### src/rtl/id_ex_operand_stage_pkg.sv
// Shared widths, ALU op encodings and forward-select encodings for the ID/EX operand stage.
package id_ex_operand_stage_pkg;

  localparam int DATA_W = 32;
  localparam int ADDR_W = 5;

  localparam logic [3:0] ALU_ADD = 4'b0010;
  localparam logic [3:0] ALU_SUB = 4'b0110;
  localparam logic [3:0] ALU_AND = 4'b0000;
  localparam logic [3:0] ALU_OR  = 4'b0001;

  // A bubble parks the ALU on the all-zero op so downstream sees a harmless encoding.
  localparam logic [3:0] ALU_BUBBLE = 4'b0000;

  typedef enum logic [1:0] {
    FWD_RF    = 2'b00,
    FWD_MEMWB = 2'b01,
    FWD_EXMEM = 2'b10
  } fwd_sel_e;

endpackage

### src/rtl/id_ex_operand_stage_if.sv
// Decode-to-EX bundle: decoded instruction fields in, EX-slot operands and control out.
interface id_ex_operand_stage_if
  import id_ex_operand_stage_pkg::*;
#(
  parameter int N  = DATA_W,
  parameter int RW = ADDR_W
);

  logic          id_valid;
  logic [N-1:0]  id_rs1_data;
  logic [N-1:0]  id_rs2_data;
  logic [N-1:0]  id_imm;
  logic [RW-1:0] id_rs1_addr;
  logic [RW-1:0] id_rs2_addr;
  logic [RW-1:0] id_rd_addr;
  logic [3:0]    id_alu_sel;
  logic          id_alu_src_imm;
  logic          id_mem_read;
  logic          id_reg_write;

  logic          ex_valid;
  logic [N-1:0]  Alu1stSource;
  logic [N-1:0]  Alu2ndSource;
  logic [3:0]    ALUSelection;
  logic [N-1:0]  ex_store_data;
  logic [RW-1:0] ex_rd_addr;
  logic          ex_reg_write;
  logic          ex_mem_read;
  logic          load_use_hazard;

  modport master (
    output id_valid, id_rs1_data, id_rs2_data, id_imm, id_rs1_addr, id_rs2_addr,
           id_rd_addr, id_alu_sel, id_alu_src_imm, id_mem_read, id_reg_write,
    input  ex_valid, Alu1stSource, Alu2ndSource, ALUSelection, ex_store_data,
           ex_rd_addr, ex_reg_write, ex_mem_read, load_use_hazard
  );

  modport slave (
    input  id_valid, id_rs1_data, id_rs2_data, id_imm, id_rs1_addr, id_rs2_addr,
           id_rd_addr, id_alu_sel, id_alu_src_imm, id_mem_read, id_reg_write,
    output ex_valid, Alu1stSource, Alu2ndSource, ALUSelection, ex_store_data,
           ex_rd_addr, ex_reg_write, ex_mem_read, load_use_hazard
  );

endinterface

### src/rtl/id_ex_operand_stage_forwarding_unit.sv
// Picks the freshest producer for each EX source register; EX/MEM beats MEM/WB, x0 never forwards.
module forwarding_unit
  import id_ex_operand_stage_pkg::*;
#(
  parameter int RW = ADDR_W
) (
  input  logic [RW-1:0] rs1_addr,
  input  logic [RW-1:0] rs2_addr,
  input  logic          exmem_reg_write,
  input  logic [RW-1:0] exmem_rd_addr,
  input  logic          memwb_reg_write,
  input  logic [RW-1:0] memwb_rd_addr,
  output fwd_sel_e      rs1_sel,
  output fwd_sel_e      rs2_sel
);

  logic exmem_hit_rs1, exmem_hit_rs2, memwb_hit_rs1, memwb_hit_rs2;

  assign exmem_hit_rs1 = exmem_reg_write && (exmem_rd_addr == rs1_addr) && (rs1_addr != '0);
  assign exmem_hit_rs2 = exmem_reg_write && (exmem_rd_addr == rs2_addr) && (rs2_addr != '0);
  assign memwb_hit_rs1 = memwb_reg_write && (memwb_rd_addr == rs1_addr) && (rs1_addr != '0);
  assign memwb_hit_rs2 = memwb_reg_write && (memwb_rd_addr == rs2_addr) && (rs2_addr != '0);

  always_comb begin
    rs1_sel = FWD_RF;
    rs2_sel = FWD_RF;
    if (exmem_hit_rs1)      rs1_sel = FWD_EXMEM;
    else if (memwb_hit_rs1) rs1_sel = FWD_MEMWB;
    if (exmem_hit_rs2)      rs2_sel = FWD_EXMEM;
    else if (memwb_hit_rs2) rs2_sel = FWD_MEMWB;
  end

endmodule

### src/rtl/id_ex_operand_stage.sv
// ID/EX pipeline register with forwarded ALU operand selection and load-use bubble insertion.
module id_ex_operand_stage
  import id_ex_operand_stage_pkg::*;
#(
  parameter int N  = DATA_W,
  parameter int RW = ADDR_W
) (
  input  logic                  clk,
  input  logic                  rst,
  input  logic                  stall,
  input  logic                  flush,
  input  logic                  exmem_reg_write,
  input  logic [RW-1:0]         exmem_rd_addr,
  input  logic [N-1:0]          exmem_result,
  input  logic                  memwb_reg_write,
  input  logic [RW-1:0]         memwb_rd_addr,
  input  logic [N-1:0]          memwb_result,
  id_ex_operand_stage_if.slave  bus
);

  logic          ex_valid_q;
  logic [RW-1:0] rs1_addr_q, rs2_addr_q, rd_addr_q;
  logic [N-1:0]  rs1_data_q, rs2_data_q, imm_q;
  logic [3:0]    alu_sel_q;
  logic          alu_src_imm_q, mem_read_q, reg_write_q;

  logic          hazard;
  fwd_sel_e      rs1_sel, rs2_sel;
  logic [N-1:0]  rs1_fwd, rs2_fwd;

  // Conservative: any match against rs1/rs2 stalls, even when rs2 is replaced by the immediate.
  assign hazard = ex_valid_q && mem_read_q && (rd_addr_q != '0) && bus.id_valid &&
                  ((rd_addr_q == bus.id_rs1_addr) || (rd_addr_q == bus.id_rs2_addr));

  always_ff @(posedge clk or negedge rst) begin
    if (!rst) begin
      ex_valid_q    <= 1'b0;
      rs1_addr_q    <= '0;
      rs2_addr_q    <= '0;
      rd_addr_q     <= '0;
      rs1_data_q    <= '0;
      rs2_data_q    <= '0;
      imm_q         <= '0;
      alu_sel_q     <= ALU_BUBBLE;
      alu_src_imm_q <= 1'b0;
      mem_read_q    <= 1'b0;
      reg_write_q   <= 1'b0;
    end else if (flush || (!stall && hazard)) begin
      ex_valid_q  <= 1'b0;
      reg_write_q <= 1'b0;
      mem_read_q  <= 1'b0;
      alu_sel_q   <= ALU_BUBBLE;
    end else if (!stall) begin
      ex_valid_q    <= bus.id_valid;
      rs1_addr_q    <= bus.id_rs1_addr;
      rs2_addr_q    <= bus.id_rs2_addr;
      rd_addr_q     <= bus.id_rd_addr;
      rs1_data_q    <= bus.id_rs1_data;
      rs2_data_q    <= bus.id_rs2_data;
      imm_q         <= bus.id_imm;
      alu_sel_q     <= bus.id_alu_sel;
      alu_src_imm_q <= bus.id_alu_src_imm;
      mem_read_q    <= bus.id_mem_read && bus.id_valid;
      reg_write_q   <= bus.id_reg_write && bus.id_valid;
    end
  end

  forwarding_unit #(.RW(RW)) u_fwd (
    .rs1_addr        (rs1_addr_q),
    .rs2_addr        (rs2_addr_q),
    .exmem_reg_write (exmem_reg_write),
    .exmem_rd_addr   (exmem_rd_addr),
    .memwb_reg_write (memwb_reg_write),
    .memwb_rd_addr   (memwb_rd_addr),
    .rs1_sel         (rs1_sel),
    .rs2_sel         (rs2_sel)
  );

  always_comb begin
    rs1_fwd = rs1_data_q;
    rs2_fwd = rs2_data_q;
    case (rs1_sel)
      FWD_EXMEM: rs1_fwd = exmem_result;
      FWD_MEMWB: rs1_fwd = memwb_result;
      default:   rs1_fwd = rs1_data_q;
    endcase
    case (rs2_sel)
      FWD_EXMEM: rs2_fwd = exmem_result;
      FWD_MEMWB: rs2_fwd = memwb_result;
      default:   rs2_fwd = rs2_data_q;
    endcase
  end

  assign bus.ex_valid        = ex_valid_q;
  assign bus.Alu1stSource    = rs1_fwd;
  assign bus.Alu2ndSource    = alu_src_imm_q ? imm_q : rs2_fwd;
  assign bus.ALUSelection    = alu_sel_q;
  assign bus.ex_store_data   = rs2_fwd;
  assign bus.ex_rd_addr      = rd_addr_q;
  assign bus.ex_reg_write    = reg_write_q && ex_valid_q;
  assign bus.ex_mem_read     = mem_read_q && ex_valid_q;
  assign bus.load_use_hazard = hazard;

endmodule

### src/flat_wrapper.sv
// flat-port wrapper written by rule: the top's interface ports become plain ports
module id_ex_operand_stage_flat import id_ex_operand_stage_pkg::*;
#(
  parameter int N  = DATA_W,
  parameter int RW = ADDR_W
)
  (clk, rst, stall, flush, exmem_reg_write, exmem_rd_addr, exmem_result, memwb_reg_write, memwb_rd_addr, memwb_result, bus_id_valid, bus_id_rs1_data, bus_id_rs2_data, bus_id_imm, bus_id_rs1_addr, bus_id_rs2_addr, bus_id_rd_addr, bus_id_alu_sel, bus_id_alu_src_imm, bus_id_mem_read, bus_id_reg_write, bus_ex_valid, bus_Alu1stSource, bus_Alu2ndSource, bus_ALUSelection, bus_ex_store_data, bus_ex_rd_addr, bus_ex_reg_write, bus_ex_mem_read, bus_load_use_hazard);
  id_ex_operand_stage_if #(.N(N), .RW(RW)) bus_i ();
  input  logic clk;
  input  logic rst;
  input  logic stall;
  input  logic flush;
  input  logic exmem_reg_write;
  input  logic [RW-1:0] exmem_rd_addr;
  input  logic [N-1:0] exmem_result;
  input  logic memwb_reg_write;
  input  logic [RW-1:0] memwb_rd_addr;
  input  logic [N-1:0] memwb_result;
  input wire logic [$bits(bus_i.id_valid)-1:0] bus_id_valid;
  input wire logic [$bits(bus_i.id_rs1_data)-1:0] bus_id_rs1_data;
  input wire logic [$bits(bus_i.id_rs2_data)-1:0] bus_id_rs2_data;
  input wire logic [$bits(bus_i.id_imm)-1:0] bus_id_imm;
  input wire logic [$bits(bus_i.id_rs1_addr)-1:0] bus_id_rs1_addr;
  input wire logic [$bits(bus_i.id_rs2_addr)-1:0] bus_id_rs2_addr;
  input wire logic [$bits(bus_i.id_rd_addr)-1:0] bus_id_rd_addr;
  input wire logic [$bits(bus_i.id_alu_sel)-1:0] bus_id_alu_sel;
  input wire logic [$bits(bus_i.id_alu_src_imm)-1:0] bus_id_alu_src_imm;
  input wire logic [$bits(bus_i.id_mem_read)-1:0] bus_id_mem_read;
  input wire logic [$bits(bus_i.id_reg_write)-1:0] bus_id_reg_write;
  output wire logic [$bits(bus_i.ex_valid)-1:0] bus_ex_valid;
  output wire logic [$bits(bus_i.Alu1stSource)-1:0] bus_Alu1stSource;
  output wire logic [$bits(bus_i.Alu2ndSource)-1:0] bus_Alu2ndSource;
  output wire logic [$bits(bus_i.ALUSelection)-1:0] bus_ALUSelection;
  output wire logic [$bits(bus_i.ex_store_data)-1:0] bus_ex_store_data;
  output wire logic [$bits(bus_i.ex_rd_addr)-1:0] bus_ex_rd_addr;
  output wire logic [$bits(bus_i.ex_reg_write)-1:0] bus_ex_reg_write;
  output wire logic [$bits(bus_i.ex_mem_read)-1:0] bus_ex_mem_read;
  output wire logic [$bits(bus_i.load_use_hazard)-1:0] bus_load_use_hazard;
  assign bus_i.id_valid = bus_id_valid;
  assign bus_i.id_rs1_data = bus_id_rs1_data;
  assign bus_i.id_rs2_data = bus_id_rs2_data;
  assign bus_i.id_imm = bus_id_imm;
  assign bus_i.id_rs1_addr = bus_id_rs1_addr;
  assign bus_i.id_rs2_addr = bus_id_rs2_addr;
  assign bus_i.id_rd_addr = bus_id_rd_addr;
  assign bus_i.id_alu_sel = bus_id_alu_sel;
  assign bus_i.id_alu_src_imm = bus_id_alu_src_imm;
  assign bus_i.id_mem_read = bus_id_mem_read;
  assign bus_i.id_reg_write = bus_id_reg_write;
  assign bus_ex_valid = bus_i.ex_valid;
  assign bus_Alu1stSource = bus_i.Alu1stSource;
  assign bus_Alu2ndSource = bus_i.Alu2ndSource;
  assign bus_ALUSelection = bus_i.ALUSelection;
  assign bus_ex_store_data = bus_i.ex_store_data;
  assign bus_ex_rd_addr = bus_i.ex_rd_addr;
  assign bus_ex_reg_write = bus_i.ex_reg_write;
  assign bus_ex_mem_read = bus_i.ex_mem_read;
  assign bus_load_use_hazard = bus_i.load_use_hazard;
  id_ex_operand_stage #(.N(N), .RW(RW)) u_core (.clk(clk), .rst(rst), .stall(stall), .flush(flush), .exmem_reg_write(exmem_reg_write), .exmem_rd_addr(exmem_rd_addr), .exmem_result(exmem_result), .memwb_reg_write(memwb_reg_write), .memwb_rd_addr(memwb_rd_addr), .memwb_result(memwb_result), .bus(bus_i));
endmodule
### config.mk
export PLATFORM = sky130hd
export DESIGN_NAME = id_ex_operand_stage_flat
export DESIGN_NICKNAME = d
export VERILOG_FILES = /design/src/rtl/id_ex_operand_stage_pkg.sv /design/src/rtl/id_ex_operand_stage_if.sv /design/src/rtl/id_ex_operand_stage_forwarding_unit.sv /design/src/rtl/id_ex_operand_stage.sv /design/src/flat_wrapper.sv
export SDC_FILE = /design/constraint.sdc
export NUM_CORES = 1
export LEC_CHECK = 0
export CORE_ASPECT_RATIO = 0.8
export CORE_UTILIZATION = 45
export CTS_CLUSTER_SIZE = 24
export DETAILED_ROUTE_END_ITERATION = 6
export PLACE_DENSITY = 0.95
export SLEW_MARGIN = 20
export SYNTH_ARGS = -nofsm -noshare
export SYNTH_HDL_FRONTEND = slang
export SYNTH_HIERARCHICAL = 1
export SYNTH_SLANG_ARGS = --single-unit
### constraint.sdc
create_clock -name clk -period 8.4 [get_ports clk]
set_clock_uncertainty 0.05 [all_clocks]
set_input_delay 0.84 -clock clk [delete_from_list [all_inputs] [get_ports clk]]
set_output_delay 0.84 -clock clk [all_outputs]
set_load 0.02 [all_outputs]
# Yosys cells after proc, flatten, opt, wreduce, memory -nomap -nowiden
# Cells that the tools add are included.
dict set report word_totals {
  ff_bits 119
  latchBits 0
  ram_bits 0
  mem_bits_ro 0
  in_bits 199
  out_inout_bits 109
  n_memories 0
}
dict set report op_classes {
  add_sub_neg 0
  multipliers 0
  n_div 0
  n_lt_le_gt_ge 0
  n_eq_ne 11
  shifts 0
  mux 15
  bitwise 2
  reduce_logical 23
}
# operator n
set ops {}
lappend ops {{case mux 32 bit (2 select lines)} 2}
lappend ops {{2-to-1 mux 32 bit} 1}
lappend ops {{equality test 5 bit} 6}
lappend ops {{logical AND 1 bit} 16}
lappend ops {{nonzero test 5 bit} 3}
lappend ops {{2-to-1 mux 1 bit} 8}
lappend ops {{2-to-1 mux 4 bit} 2}
lappend ops {{equality test 2 x 1 -> 1 bit, second input constant} 2}
lappend ops {{equality test 2 bit, second input constant} 2}
lappend ops {{2-to-1 mux 2 bit} 2}
lappend ops {{logical OR 1 bit} 2}
lappend ops {{inequality test 2 x 1 -> 1 bit, second input constant} 1}
lappend ops {{inverter 1 bit} 2}
lappend ops {{AND reduction 2 bit} 1}
lappend ops {{logical NOT 1 bit} 1}

# Depth between registers and ports, before layout
# Gate-level depths: netlist of run 1.
dict set report logic_depth {
  word_depth 8
  depth_mapped 10
  mapped_depth_nobuf 8
}

# Hierarchy
# Netlist of run 1, hierarchy kept.
# module n_inst cells_each area_each_um2 seq_area_each_um2
set by_module_without_submodules {}
lappend by_module_without_submodules {id_ex_operand_stage 1 541 6199.7 2977.9}
lappend by_module_without_submodules {forwarding_unit 1 38 292.8 0.0}

# Least setup slack after synthesis of run 1
# OpenSTA, ideal clock, no wires.
dict set report synth_path {
  kind {input -> output}
  from {in exmem_rd_addr[3]}
  to {out bus_Alu2ndSource[23]}
  arrival_ns 3.193
  t_required_ns 7.510
  path_slack_ns 4.317
  cell_stages 9
  path_buffers 2
  cell_sequence {xnor2_1 and2_1 a2111oi_0 inv_1 ha_1 clkbuf_1 clkbuf_1 o21ai_0 mux2_2}
}
dict set report synth_between {
  elab_chain_cells 7
  word_cells_on_any_way 8
  classes_between {eq/ne (3); mux (3); reduce/logical (2)}
}
# element line_no
set synth_rtl {}
lappend synth_rtl {{start: declaration} flat_wrapper.sv:14} ;# input logic [RW-1:0] exmem_rd_addr;
lappend synth_rtl {{equality test 5 bit (*)} id_ex_operand_stage_forwarding_unit.sv:20} ;# assign exmem_hit_rs2 = exmem_reg_write && (exmem_rd_addr == rs2_addr) && (rs2_addr != '0);
lappend synth_rtl {{logical AND 1 bit (*) (2 in series)} id_ex_operand_stage_forwarding_unit.sv:20}
lappend synth_rtl {{2-to-1 mux 2 bit (*)} id_ex_operand_stage_forwarding_unit.sv:29} ;# if (exmem_hit_rs2) rs2_sel = FWD_EXMEM;
lappend synth_rtl {{named net u_core.rs2_sel[0]} id_ex_operand_stage.sv:28} ;# fwd_sel_e rs1_sel, rs2_sel;
lappend synth_rtl {{equality test 2 x 1 -> 1 bit / equality test 2 bit (equally long branches)} id_ex_operand_stage.sv:87} ;# case (rs2_sel)
lappend synth_rtl {{case mux 32 bit (2 select lines) (*)} id_ex_operand_stage.sv:87}
lappend synth_rtl {{named net bus_ex_store_data[23]} flat_wrapper.sv:34} ;# output wire logic [$bits(bus_i.ex_store_data)-1:0] bus_ex_store_data;
lappend synth_rtl {{2-to-1 mux 32 bit (*)} id_ex_operand_stage.sv:96} ;# assign bus.Alu2ndSource = alu_src_imm_q ? imm_q : rs2_fwd;
lappend synth_rtl {{end: declaration} flat_wrapper.sv:32} ;# output wire logic [$bits(bus_i.Alu2ndSource)-1:0] bus_Alu2ndSource;
# The timed path passes the listed nets; every way through them passes the cells marked *.

# Worst setup path in the final report of run 1
dict set report layout_path {
  from {in exmem_rd_addr[3]}
  to {out bus_Alu1stSource[30]}
}
dict set report layout_between {
  elab_chain_cells 6
  word_cells_on_any_way 7
  classes_between {eq/ne (3); mux (2); reduce/logical (2)}
}
# element line_no
set layout_rtl {}
lappend layout_rtl {{equality test 5 bit (*)} id_ex_operand_stage_forwarding_unit.sv:19} ;# assign exmem_hit_rs1 = exmem_reg_write && (exmem_rd_addr == rs1_addr) && (rs1_addr != '0);
lappend layout_rtl {{logical AND 1 bit (*) (2 in series)} id_ex_operand_stage_forwarding_unit.sv:19}
lappend layout_rtl {{2-to-1 mux 2 bit (*)} id_ex_operand_stage_forwarding_unit.sv:27} ;# if (exmem_hit_rs1) rs1_sel = FWD_EXMEM;
lappend layout_rtl {{named net u_core.rs1_sel[0]} id_ex_operand_stage.sv:28}
lappend layout_rtl {{equality test 2 x 1 -> 1 bit / equality test 2 bit (equally long branches)} id_ex_operand_stage.sv:82} ;# case (rs1_sel)
lappend layout_rtl {{case mux 32 bit (2 select lines) (*)} id_ex_operand_stage.sv:82}
lappend layout_rtl {{end: declaration} flat_wrapper.sv:31} ;# output wire logic [$bits(bus_i.Alu1stSource)-1:0] bus_Alu1stSource;
# Marked as above.

==> reports/metrics.cfg, run 1 <==
[final_layout]
flow.area_growth_from_synthesis_pct = 56.7
antenna_cells = 0
final_nets = 1069
layout_common_cells = clkdlybuf4s50_1, dfrtp_1, mux2_1
fin_area_sq_um = 10200
layout_commonest_cell = clkdlybuf4s50_1
fillers = 938
final_core_util = 0.735
layout-drive-gt1-share = 0.112
multi_input_area_sq_um = 3290
regArea_sq_um = 2980

[logic_synthesis]
synth_area_sq_um = 6490
syn-num-nets = 782
avgSynthCellArea_sq_um = 11.2
syn_inst = 579
synth.distinct_cells = 31
synth_warnings = 6
ys_ff_latch = 119
ys_seq_area_frac = 0.459

[drt]
drc = 0
drt-pass1-iter-count = 5
drtIter0Drc = 286
wl_per_cell_um = 20.0
vias_per_cell = 5.61
detail-route-antenna-nets = 0
num_vias = 5935
routed_wirelength_um = 21200

[sta]
fin_crit_sh = 0.650
max_freq_mhz = 183
hold_viol = 0
finalSetupTns_ps = 0
drv_slew = 0
worst_pin_slew_ps = 914
fin_ws_ps = 2940
maxSlewHeadroom = 0.390
fin_crit_ps = 5460
whs_ps = 409
setup_viol = 0
rsz0062_at_grt = false

[cts]
clockBufferDepth = 2
ctsHtreeMaxLevel = 4
cts_setup_buffers = 0
cts-buffers-inserted = 17
cts-hold-fix-buffers = 0
cts_resized = 0
root_buffer = clkbuf_16
cts_num_sinks = 119
clk_pin_slew_ps = 50
clk_latency_ps = 400
cts_tree = done

[global_routing]
grt_first_pass_wirelength_um = 32100
grt.overflow.total = 0
grt_pass1_vias = 6116
antenna_found_initial = 0
grt_start_max_net_pins = 69
track_usage = 0.286

[die]
die_h_um = 109
core_sq_um = 13800
initial_core_util = 0.469
io_pins = 308
die_x_um = 136
rows = 38
dieArea_sq_um = 14900

[worst_setup_path]
path_max_fanout = 18
arrival_ps = 4570
end_kind = output port
cp_data_required_time_ps = 7510
start_kind = input pin
worstSetupPathType = in -> out

[place]
dpl_cell_area_sq_um = 9600
gp_congestion = 0.866
detailed_place_hpwl_um = 14900
preCtsSetupSlack_ps = 2740
placement.io_buffers = 307

[run_status]
outcome = finished, final reports clean

[flow_run]
max_cap_violations = 0

[pwr]
static-leakage-power_nw = 4.02
ir_drop_mv = 0.145
power_density_nw_per_um2 = 206

[min_path]
hold_path.class = in -> async

[cell families after synthesis]
family	after synthesis	share of synthesized area
buf+inv	49	0.0399
flops	119	0.459
xor+xnor	30	0.0405
mux	144	0.250
fa+ha+maj	4	0.00771
simple gates	93	0.0638
compound gates	140	0.140
[through the flow]
stage	total power, mW	instances
2_1_floorplan	1.05	579
3_3_place_gp	1.39	1027
3_5_place_dp	1.41	1027
4_1_cts	2.11	1058
5_1_grt	2.19	1058
6_report	2.10	1058
[layout make-up]
cell class / instances / area share
clock buffers: 28 / 0.0508
clock inverters: 3 / 0.00393
inverters: 5 / 0.00184
multi-input cells: 411 / 0.323
well taps: 180 / 0.0221
flip-flops and latches: 119 / 0.293
repair buffers: 312 / 0.305
[worst max-delay path: stages]
cell and delay, ps:
clkdlybuf4s50_1 510, xor2_1 210, nor4_1 100, a2111oi_0 670, ha_1 840, buf_4 390, a22oi_1 120, o21ai_0 220
clkdlybuf4s50_1 650
[where the power goes]
| part | leakage, nW | switching, mW | internal [mW] |
|---|---|---|---|
| registers | 1.41 | 0.0645 | 0.656 |
| logic | 2.34 | 0.317 | 0.374 |
| clock network | 0.274 | 0.242 | 0.444 |
[routing by layer]
layer | vias to the layer above | track usage | wire length, um
met5 | - | 0 | 0
met4 | 0 | 0.112 | 453
met3 | 39 | 0.0950 | 1880
met2 | 281 | 0.488 | 10500
met1 | 2922 | 0.332 | 8300
li1 | 2693 | - | -
[synth_stat cells]
cell       instances  area (sq um)
xnor2_1           22           193
or3b_2             1          8.76
mux2_1            82           923
nor4bb_1           1          10.0
o21ai_0           64           320
a21boi_2           1          11.3
dfrtp_1          119          2980
nor2b_1            1          6.26
nor2_1             3          11.3
ha_1               4          50.1
nand3_1            2          10.0
a22oi_1           64           480
inv_1              5          18.8
nand2_1           71           267
nor4_1             2          12.5
mux2_2            62           698
a32o_1             4          40.0
nand4_1            2          12.5
o22ai_1            3          18.8
xor2_1             8          70.1
a22o_1             1          8.76
buf_6              8          90.1
and3b_1            2          17.5
buf_4              3          22.5
buf_2              3          15.0
clkbuf_1          30           113
o211a_1            1          10.0
a2111oi_0          2          17.5
or4_1              3          22.5
or4bb_1            1          11.3
and2_1             4          25.0
[registers in the layout (all words and copies together), names as in the netlist, 4 cells and up]
register,count
u_core/imm_q,32
u_core/rs1_data_q,32
u_core/rs2_data_q,32
u_core/bus.ex_rd_addr,5
u_core/rs1_addr_q,5
u_core/rs2_addr_q,5
u_core/bus.ALUSelection,4
[path summary, 6_finish.rpt]
| kind | startpoint | end | slack (ps) | depth (start not counted) |
|---|---|---|---|---|
| setup / recovery | exmem_rd_addr[3] | bus_Alu1stSource[30] | 2940 | 9 |
| hold / removal | rst | u_core/bus.ALUSelection[3]$_DFFE_PN0P_ | 410 | 1 |
| setup reg to reg | u_core/bus.ex_rd_addr[1]$_DFFE_PN0P_ | u_core/rs2_data_q[12]$_DFFE_PN0P_ | 5740 | 5 |
| hold reg to reg | u_core/imm_q[26]$_DFFE_PN0P_ | u_core/imm_q[26]$_DFFE_PN0P_ | 430 | 1 |
| max in group asynchronous | rst | u_core/rs1_data_q[8]$_DFFE_PN0P_ | 6500 | 2 |
| min in group clk | u_core/imm_q[26]$_DFFE_PN0P_ | u_core/imm_q[26]$_DFFE_PN0P_ | 430 | 1 |
No activity file was read; power rests on OpenSTA's default activity.
==> run 2: changes to the inputs <==
--- a/config.mk
+++ b/config.mk
@@ -6,10 +6,10 @@
 export NUM_CORES = 1
 export LEC_CHECK = 0
 export CORE_ASPECT_RATIO = 0.8
-export CORE_UTILIZATION = 45
+export CORE_UTILIZATION = 38
 export CTS_CLUSTER_SIZE = 24
 export DETAILED_ROUTE_END_ITERATION = 6
-export PLACE_DENSITY = 0.95
+export PLACE_DENSITY = 0.89
 export SLEW_MARGIN = 20
 export SYNTH_ARGS = -nofsm -noshare
 export SYNTH_HDL_FRONTEND = slang
==> constraint.sdc (replaced) <==
create_clock -name clk -period 4.4 [get_ports clk]
set_clock_uncertainty 0.05 [all_clocks]
set_input_delay 0.44 -clock clk [delete_from_list [all_inputs] [get_ports clk]]
set_output_delay 0.44 -clock clk [all_outputs]
set_load 0.02 [all_outputs]
==> run 2 against run 1 <==
Net effect: critical path depth is 3 higher; first-iteration DRC count up 20%; via count is 0.42% lower; sequential share of layout area is 0.61 points lower; clock power increased by 81%; design area is 2.1% higher; sequential cell count unchanged; die area up 18%; power grew 88%; sequential power up 90%; wire length rose by 2.1%; largest power group unchanged.
==> reports/metrics.cfg, run 2 (same netlist as run 1, synthesis figures left out) <==
[die]
initial_core_util = 0.391  ; -0.0783
rows = 42  ; +11%
die_h_um = 119  ; +8.7%
die_x_um = 148  ; +8.7%
core_sq_um = 16600  ; +20%
dieArea_sq_um = 17600  ; +18%
io_pins = 308  ; unchanged

[pwr]
ir_drop_mv = 0.235  ; +62%
power_mw = 3.95  ; +88%
static-leakage-power_nw = 4.10  ; +1.8%
power_density_nw_per_um2 = 380  ; +84%

[global_routing]
grt_busiest_layer = met2
track_usage = 0.250  ; -0.0358
grtUsageMet2 = 0.412  ; -0.0767
grt.overflow.total = 0  ; unchanged
antenna_found_initial = 2  ; +2
grt_first_pass_wirelength_um = 33700  ; +5.0%
grtUsageMet3 = 0.0686  ; -0.0264
grt_pass1_vias = 6151  ; +0.57%
use_met1 = 0.312  ; -0.0201
grt_start_max_net_pins = 61  ; -12%

[worst_setup_path]
worstSetupPathType = in -> out
cp_num_buf_inv = 5  ; +2
end_kind = output port
path_max_fanout = 24  ; +6
critical_path.cell_chain = clkdlybuf4s50_1 > xor2_1 > nor4_1 > a2111oi_0 > buf_4 > inv_1 > ha_2 > buf_4 > a22oi_1 > o21ai_0 > mux2_2 > clkdlybuf4s50_1
cp_slowest_cell = clkdlybuf4s50_1
r2r_setup_slack_ps = 1650  ; -4090 ps
start_kind = input pin
slowest_delay_ps = 590  ; -250 ps
arrival_ps = 3610  ; -960 ps
cp_data_required_time_ps = 3910  ; -3600 ps
crit_family = buffers and inverters

[place]
dpl_cell_area_sq_um = 9860  ; +2.7%
dp_cells = 1078  ; +5.0%
placement.io_buffers = 307  ; unchanged
gp_congestion = 0.831  ; -4.1%
detailed_place_hpwl_um = 16000  ; +6.9%

[drt]
num_vias = 5910  ; -0.42%
routed_wirelength_um = 21600  ; +2.1%
detail-route-antenna-nets = 0  ; unchanged
wl_per_cell_um = 19.5  ; -2.7%
drtIter0Drc = 343  ; +20%
vias_per_cell = 5.32  ; -5.1%
drt-pass1-iter-count = 5  ; unchanged
drc = 0  ; unchanged

[final_layout]
layout_commonest_cell = clkdlybuf4s50_1
layout_common_cells = clkdlybuf4s50_1, dfrtp_1, mux2_1
layout-drive-gt1-share = 0.128  ; +0.0166
fin_area_sq_um = 10400  ; +2.1%
flow.area_growth_from_synthesis_pct = 60.1
final_nets = 1080  ; +1.0%
finalNonFillerCells = 1110  ; +4.9%
reg.largest.list = u_core/imm_q x32, u_core/rs1_data_q x32, u_core/rs2_data_q x32

[sta]
finalSetupTns_ps = 0  ; unchanged
max_freq_mhz = 244
maxSlewHeadroom = 0.332  ; -0.0581
rsz0062_at_grt = false
hold_viol = 0  ; unchanged
fin_crit_ps = 4100
fin_crit_sh = 0.932
setup_viol = 0  ; unchanged
drv_slew = 0  ; unchanged
worst_pin_slew_ps = 1000  ; +87.2 ps

[cts]
cts_tree = done
cts-hold-fix-buffers = 0  ; unchanged
cts-buffers-inserted = 17  ; unchanged
clk_pin_slew_ps = 50  ; about the same
root_buffer = clkbuf_16
clockBufferDepth = 2  ; unchanged
clk_latency_ps = 400  ; about the same
cts_num_sinks = 119  ; unchanged
ctsHtreeMaxLevel = 4  ; unchanged
cts_setup_buffers = 0  ; unchanged
cts_resized = 0  ; unchanged

[flow_run]
max_cap_violations = 0  ; unchanged

[run_status]
outcome = finished, final reports clean

[min_path]
hold_path.class = in -> async

[run 2: worst paths after layout]
path | startpoint | endpoint | cells past startpoint
hold reg to reg | u_core/imm_q[20]$_DFFE_PN0P_ | u_core/imm_q[20]$_DFFE_PN0P_ | 1
max in group asynchronous | rst | u_core/rs2_data_q[23]$_DFFE_PN0P_ | 2
min in group clk | u_core/imm_q[20]$_DFFE_PN0P_ | u_core/imm_q[20]$_DFFE_PN0P_ | 1
hold / removal | rst | u_core/imm_q[5]$_DFFE_PN0P_ | 1
setup reg to reg | u_core/bus.ex_rd_addr[2]$_DFFE_PN0P_ | u_core/rs2_data_q[6]$_DFFE_PN0P_ | 5
setup / recovery | exmem_rd_addr[4] | bus_Alu2ndSource[5] | 12
[run 2: per-layer routing]
metal / up-vias / wire length [um]
li1: 2721 / -
met1: 2882 / 8880
met2: 271 / 10400
met3: 36 / 1830
met4: 0 / 455
met5: - / 0
[run 2: where the power goes]
| part | switching (mW) | total, mW | internal [mW] | leakage, nW |
|---|---|---|---|---|
| combinational | 0.604 | 1.33 | 0.728 | 2.44 |
| clock | 0.484 | 1.24 | 0.757 | 0.251 |
| sequential | 0.122 | 1.37 | 1.25 | 1.41 |
| total | 1.21 | 3.95 | 2.74 | 4.10 |
[run 2: cell type report]
type,instances,area (sq um)
repair buffers,323,3320
inverters,5,18.8
multi-input cells,411,3270
clock buffers,23,478
clock inverters,8,50.0
fillers,1349,6210
diodes,1,2.50
flip-flops and latches,119,2980
well taps,220,275
[run 2: per-stage QoR]
stage	utilization	setup WS, ps	hold slack (ps)
after floorplan	-	1080	94.4
after detailed placement	0.594	335	418
after global placement	0.594	338	412
final	0.626	301	58.9
after CTS	0.626	324	88.6
after global routing	0.626	82.1	121
==> RTL edit 1 (settings of run 1) <==
The package constant `ADDR_W` goes from 5 to 4.
--- a/src/rtl/id_ex_operand_stage_pkg.sv
+++ b/src/rtl/id_ex_operand_stage_pkg.sv
@@ -2,7 +2,7 @@
 package id_ex_operand_stage_pkg;
 
   localparam int DATA_W = 32;
-  localparam int ADDR_W = 5;
+  localparam int ADDR_W = 4;
 
   localparam logic [3:0] ALU_ADD = 4'b0010;
   localparam logic [3:0] ALU_SUB = 4'b0110;
Interface: changed (6 resized); port bits go from 308 to 302. The function was not compared with the original's and may differ.
==> RTL edit 1 against run 1 <==
- via count shrank 0.44%
- clock power grew 8.5%
- routed wire length grew 1.4%
- sequential cell count shrank 3
- final cell count shrank 1.5%
- area after synthesis shrank 2.0%
- first-iteration DRC count grew 75%
- maximum frequency grew 3.2%
- total power grew 3.6%
- largest power group is now clock
- critical path type unchanged
- setup slack gained 170 ps
- design area shrank 1.6%
==> RTL edit 1: results (changes against run 1) <==
[outcome]
run_status = complete, no violations  ; unchanged

[yosys]
synth.area.mux_share = 0.256  ; was 0.250
synth_top_cells_by_area = dfrtp_1, mux2_2, a22oi_1  ; was dfrtp_1, mux2_1, mux2_2
seq_total_area_yosys = 0.456  ; was 0.459
synth_nets = 765  ; was 782
synth_area_in_xor_xnor = 0.0275  ; was 0.0405
netlist-cell-type-count = 34  ; was 31
ys_top_cells_by_count = mux2_2, dfrtp_1, nand2_1, a22oi_1, o21ai_0  ; was dfrtp_1, mux2_1, nand2_1, a22oi_1, o21ai_0

[critical_path]
reg2reg_to = u_core/rs1_data_q[26]  ; was u_core/rs2_data_q[12]
worst_r2r_path_cells = 8  ; was 5
regToRegStartpoint = u_core/bus.ex_rd_addr[0]  ; was u_core/bus.ex_rd_addr[1]
startpoint = memwb_rd_addr[2]  ; was exmem_rd_addr[3]
setup.worst_path.end = bus_Alu2ndSource[23]  ; was bus_Alu1stSource[30]
cp_slowest_cell = ha_2  ; was ha_1

[clock_tree]
numClockSinks = 116  ; was 119

[route]
drt_iter0_markers = 500  ; was 286
final_routed_wirelength_across_all_metal_layers_mm = 21.5  ; was 21.2 mm

[cells_and_area]
n_clock_buffer = 18  ; was 28
n_multi_input_combinational_cell = 402  ; was 411
share_of_final_layout_standard_cells_stronger_than_drive_strength_1 = 0.219  ; was 0.112
non_clock_buffer_area_fraction_after_layout = 0.305  ; about the same
final.fill_count = 951  ; was 938
post_layout_net_count = 1047  ; was 1069
layout.non_clock_buffers = 307  ; was 312

[place]
pre_cts_ws_ps = 3190  ; was 2740 ps
place.port_buffers = 301  ; was 307
detailed_place_hpwl_mm = 15.2  ; was 14.9 mm

[power]
p_leak_uw = 0.00396  ; was 0.00402 uW
power_switching_uw = 671  ; was 623 uW
power_density_normalized_to_cell_area_nw_per_um2 = 217  ; was 206 nW/um2

[grt]
first_pass_grt_wire_length_mm = 32.3  ; was 32.1 mm
globalRouteTotalUtil = 0.294  ; was 0.286

[sta]
timing.max_slew.rel_slack = 0.269  ; was 0.390

[RTL edit 1: cell count changes in the layout (fill, tap and decap cells not counted), sizes merged, moves of 4 or more]
cell	change
nor3	+5
clkdlybuf4s50	-6
clkbuf	-10
xnor2	-10
clkinvlp	+4
o21ai	+4
inv	+4
[RTL edit 1: worst register-to-register path: stages (launching register included)]
cell,delay [ps]
dfrtp_1,430
or4_1,550
and3_1,190
o21ai_2,150
inv_2,110
nor3_4,120
buf_4,590
buf_4,750
mux2_2,460
[RTL edit 1: per-stage QoR]
stage | area (um2) | util | instances
3_3_place_gp | 9410 | 0.687 | 1010
4_1_cts | 10000 | 0.731 | 1042
6_report | 10000 | 0.731 | 1042
5_1_grt | 10000 | 0.731 | 1042
2_1_floorplan | 6360 | - | 567
3_5_place_dp | 9410 | 0.687 | 1010
[RTL edit 1: routing by layer]
metal,GRT usage,wire (um)
met2,0.506,10500
met3,0.0727,1770
met1,0.348,8550
met5,0,0
met4,0.139,682
==> RTL edit 2 (flow settings as in run 1) <==
Without the edit above. Reset style: synchronous (`rst`), changed in one clocked block.
--- a/src/rtl/id_ex_operand_stage.sv
+++ b/src/rtl/id_ex_operand_stage.sv
@@ -32,7 +32,7 @@
   assign hazard = ex_valid_q && mem_read_q && (rd_addr_q != '0) && bus.id_valid &&
                   ((rd_addr_q == bus.id_rs1_addr) || (rd_addr_q == bus.id_rs2_addr));
 
-  always_ff @(posedge clk or negedge rst) begin
+  always_ff @(posedge clk) begin
     if (!rst) begin
       ex_valid_q    <= 1'b0;
       rs1_addr_q    <= '0;
Formal check against the unedited RTL: differs if rst is asserted again (counterexample within 4 cycles, from zero or initial values and one cycle with rst low); with rst held inactive, the same outputs for 4 cycles.
==> RTL edit 2 against run 1 <==
- global-route usage increased by 6.4 points
- sequential cell count did not move
- combinational power decreased by 24%
- design area increased by 20%
- sequential share of layout area fell by 9.8 points
- area after synthesis rose by 34%
- total power is 6.6% lower
- routed wire length up 70%
- register-to-register slack got worse by 420 ps
- setup slack worse by 98 ps
- first-iteration DRC count grew to 4.4 times the old value
- critical path depth up 1
- critical path type unchanged
- critical endpoint is now bus_Alu2ndSource[4]
- largest power group is now clock
==> RTL edit 2: results (changes against run 1) <==
[outcome]
run_status = complete, no violations  ; unchanged

[grt]
initial_antenna_violation_count = 2  ; was 0
first_pass_grt_wire_length_mm = 53.9  ; was 32.1 mm
number_of_global_route_vias_before_repair = 9850  ; was 6116
globalRouteTotalUtil = 0.349  ; was 0.286
grt_use_met3 = 0.0926  ; was 0.0950
pin_count_of_the_biggest_net_entering_global_routing = 146  ; was 69
groute.layer.met2.usage = 0.549  ; was 0.488

[yosys]
synth_nets = 1337  ; was 782
post_synth.cell_area_avg_um2 = 7.69  ; was 11.2 um2
synth-async-reset-ratio = 0  ; was 1.00
ys_top_cells_by_count = dfxtp_1, nand3_1, nand4_1  ; was dfrtp_1, mux2_1, nand2_1, a22oi_1, o21ai_0
seq_total_area_yosys = 0.273  ; was 0.459
synth_top_cells_by_area = dfxtp_1, a32oi_1, nand4_1  ; was dfrtp_1, mux2_1, mux2_2
netlist-cell-type-count = 35  ; was 31

[critical_path]
regToRegStartpoint = u_core/bus.ex_rd_addr[4]  ; was u_core/bus.ex_rd_addr[1]
reg2reg_to = u_core/imm_q[15]  ; was u_core/rs2_data_q[12]
reg2reg_slack_ps = 5320  ; was 5740 ps
critical_path_peak_fanout = 32  ; was 18
startpoint = exmem_rd_addr[0]  ; was exmem_rd_addr[3]
setup.worst_path.end = bus_Alu2ndSource[4]  ; was bus_Alu1stSource[30]
worst_path_largest_cell_delay_ps = 670  ; was 840 ps

[place]
pre_cts_ws_ps = 2490  ; was 2740 ps
placed_cell_area_um2 = 11600  ; was 9600 um2
detailed_place_hpwl_mm = 23.2  ; was 14.9 mm
rd_place_congestion = 0.884  ; was 0.866

[route]
met3RoutedLength_mm = 4.07  ; was 1.88 mm
drt_iter0_markers = 1259  ; was 286
wl_met2_mm = 16.3  ; was 10.5 mm
final_routed_wirelength_across_all_metal_layers_mm = 36.0  ; was 21.2 mm
post_drt_via_cell_ratio = 6.66  ; was 5.61
detail_route.first_pass.iterations = 6  ; was 5

[clock_tree]
clock_insertion_delay_worst_skew_ps = 420  ; was 400 ps
max-clock-path-buffers = 2  ; unchanged

[cells_and_area]
share_of_final_layout_standard_cells_stronger_than_drive_strength_1 = 0.0643  ; was 0.112
layoutNonFillerInstCount = 1598  ; was 1058
post_layout_net_count = 1528  ; was 1069

[sta]
finalHoldWorstSlack_ps = 449  ; was 409 ps

[worst_hold_path]
hold_class = register to register  ; was input pin to asynchronous set/reset pin

[RTL edit 2: final cells by class]
| class | count | area [um2] |
|---|---|---|
| clock inverters | 15 | 179 |
| repair buffers | 318 | 3160 |
| diodes | 2 | 5.00 |
| fillers | 1607 | 6750 |
| inverters | 4 | 15.0 |
| clock buffers | 17 | 425 |
| well taps | 258 | 323 |
| multi-input cells | 865 | 5730 |
| flip-flops and latches | 119 | 2380 |
[RTL edit 2: cell families after synthesis]
group | count (synthesis) | share of synthesized area
flops | 119 | 0.273
compound gates | 253 | 0.217
xor+xnor | 30 | 0.0301
fa+ha+maj | 4 | 0.00574
simple gates | 546 | 0.357
mux | 32 | 0.0413
buf+inv | 150 | 0.0759
[RTL edit 2: report_power, final]
group | switching [uW] | internal [uW] | leakage, uW
combinational | 261 | 265 | 0.00334
clock | 292 | 468 | 0.000297
sequential | 57.8 | 615 | 0.000983
total | 611 | 1350 | 0.00462
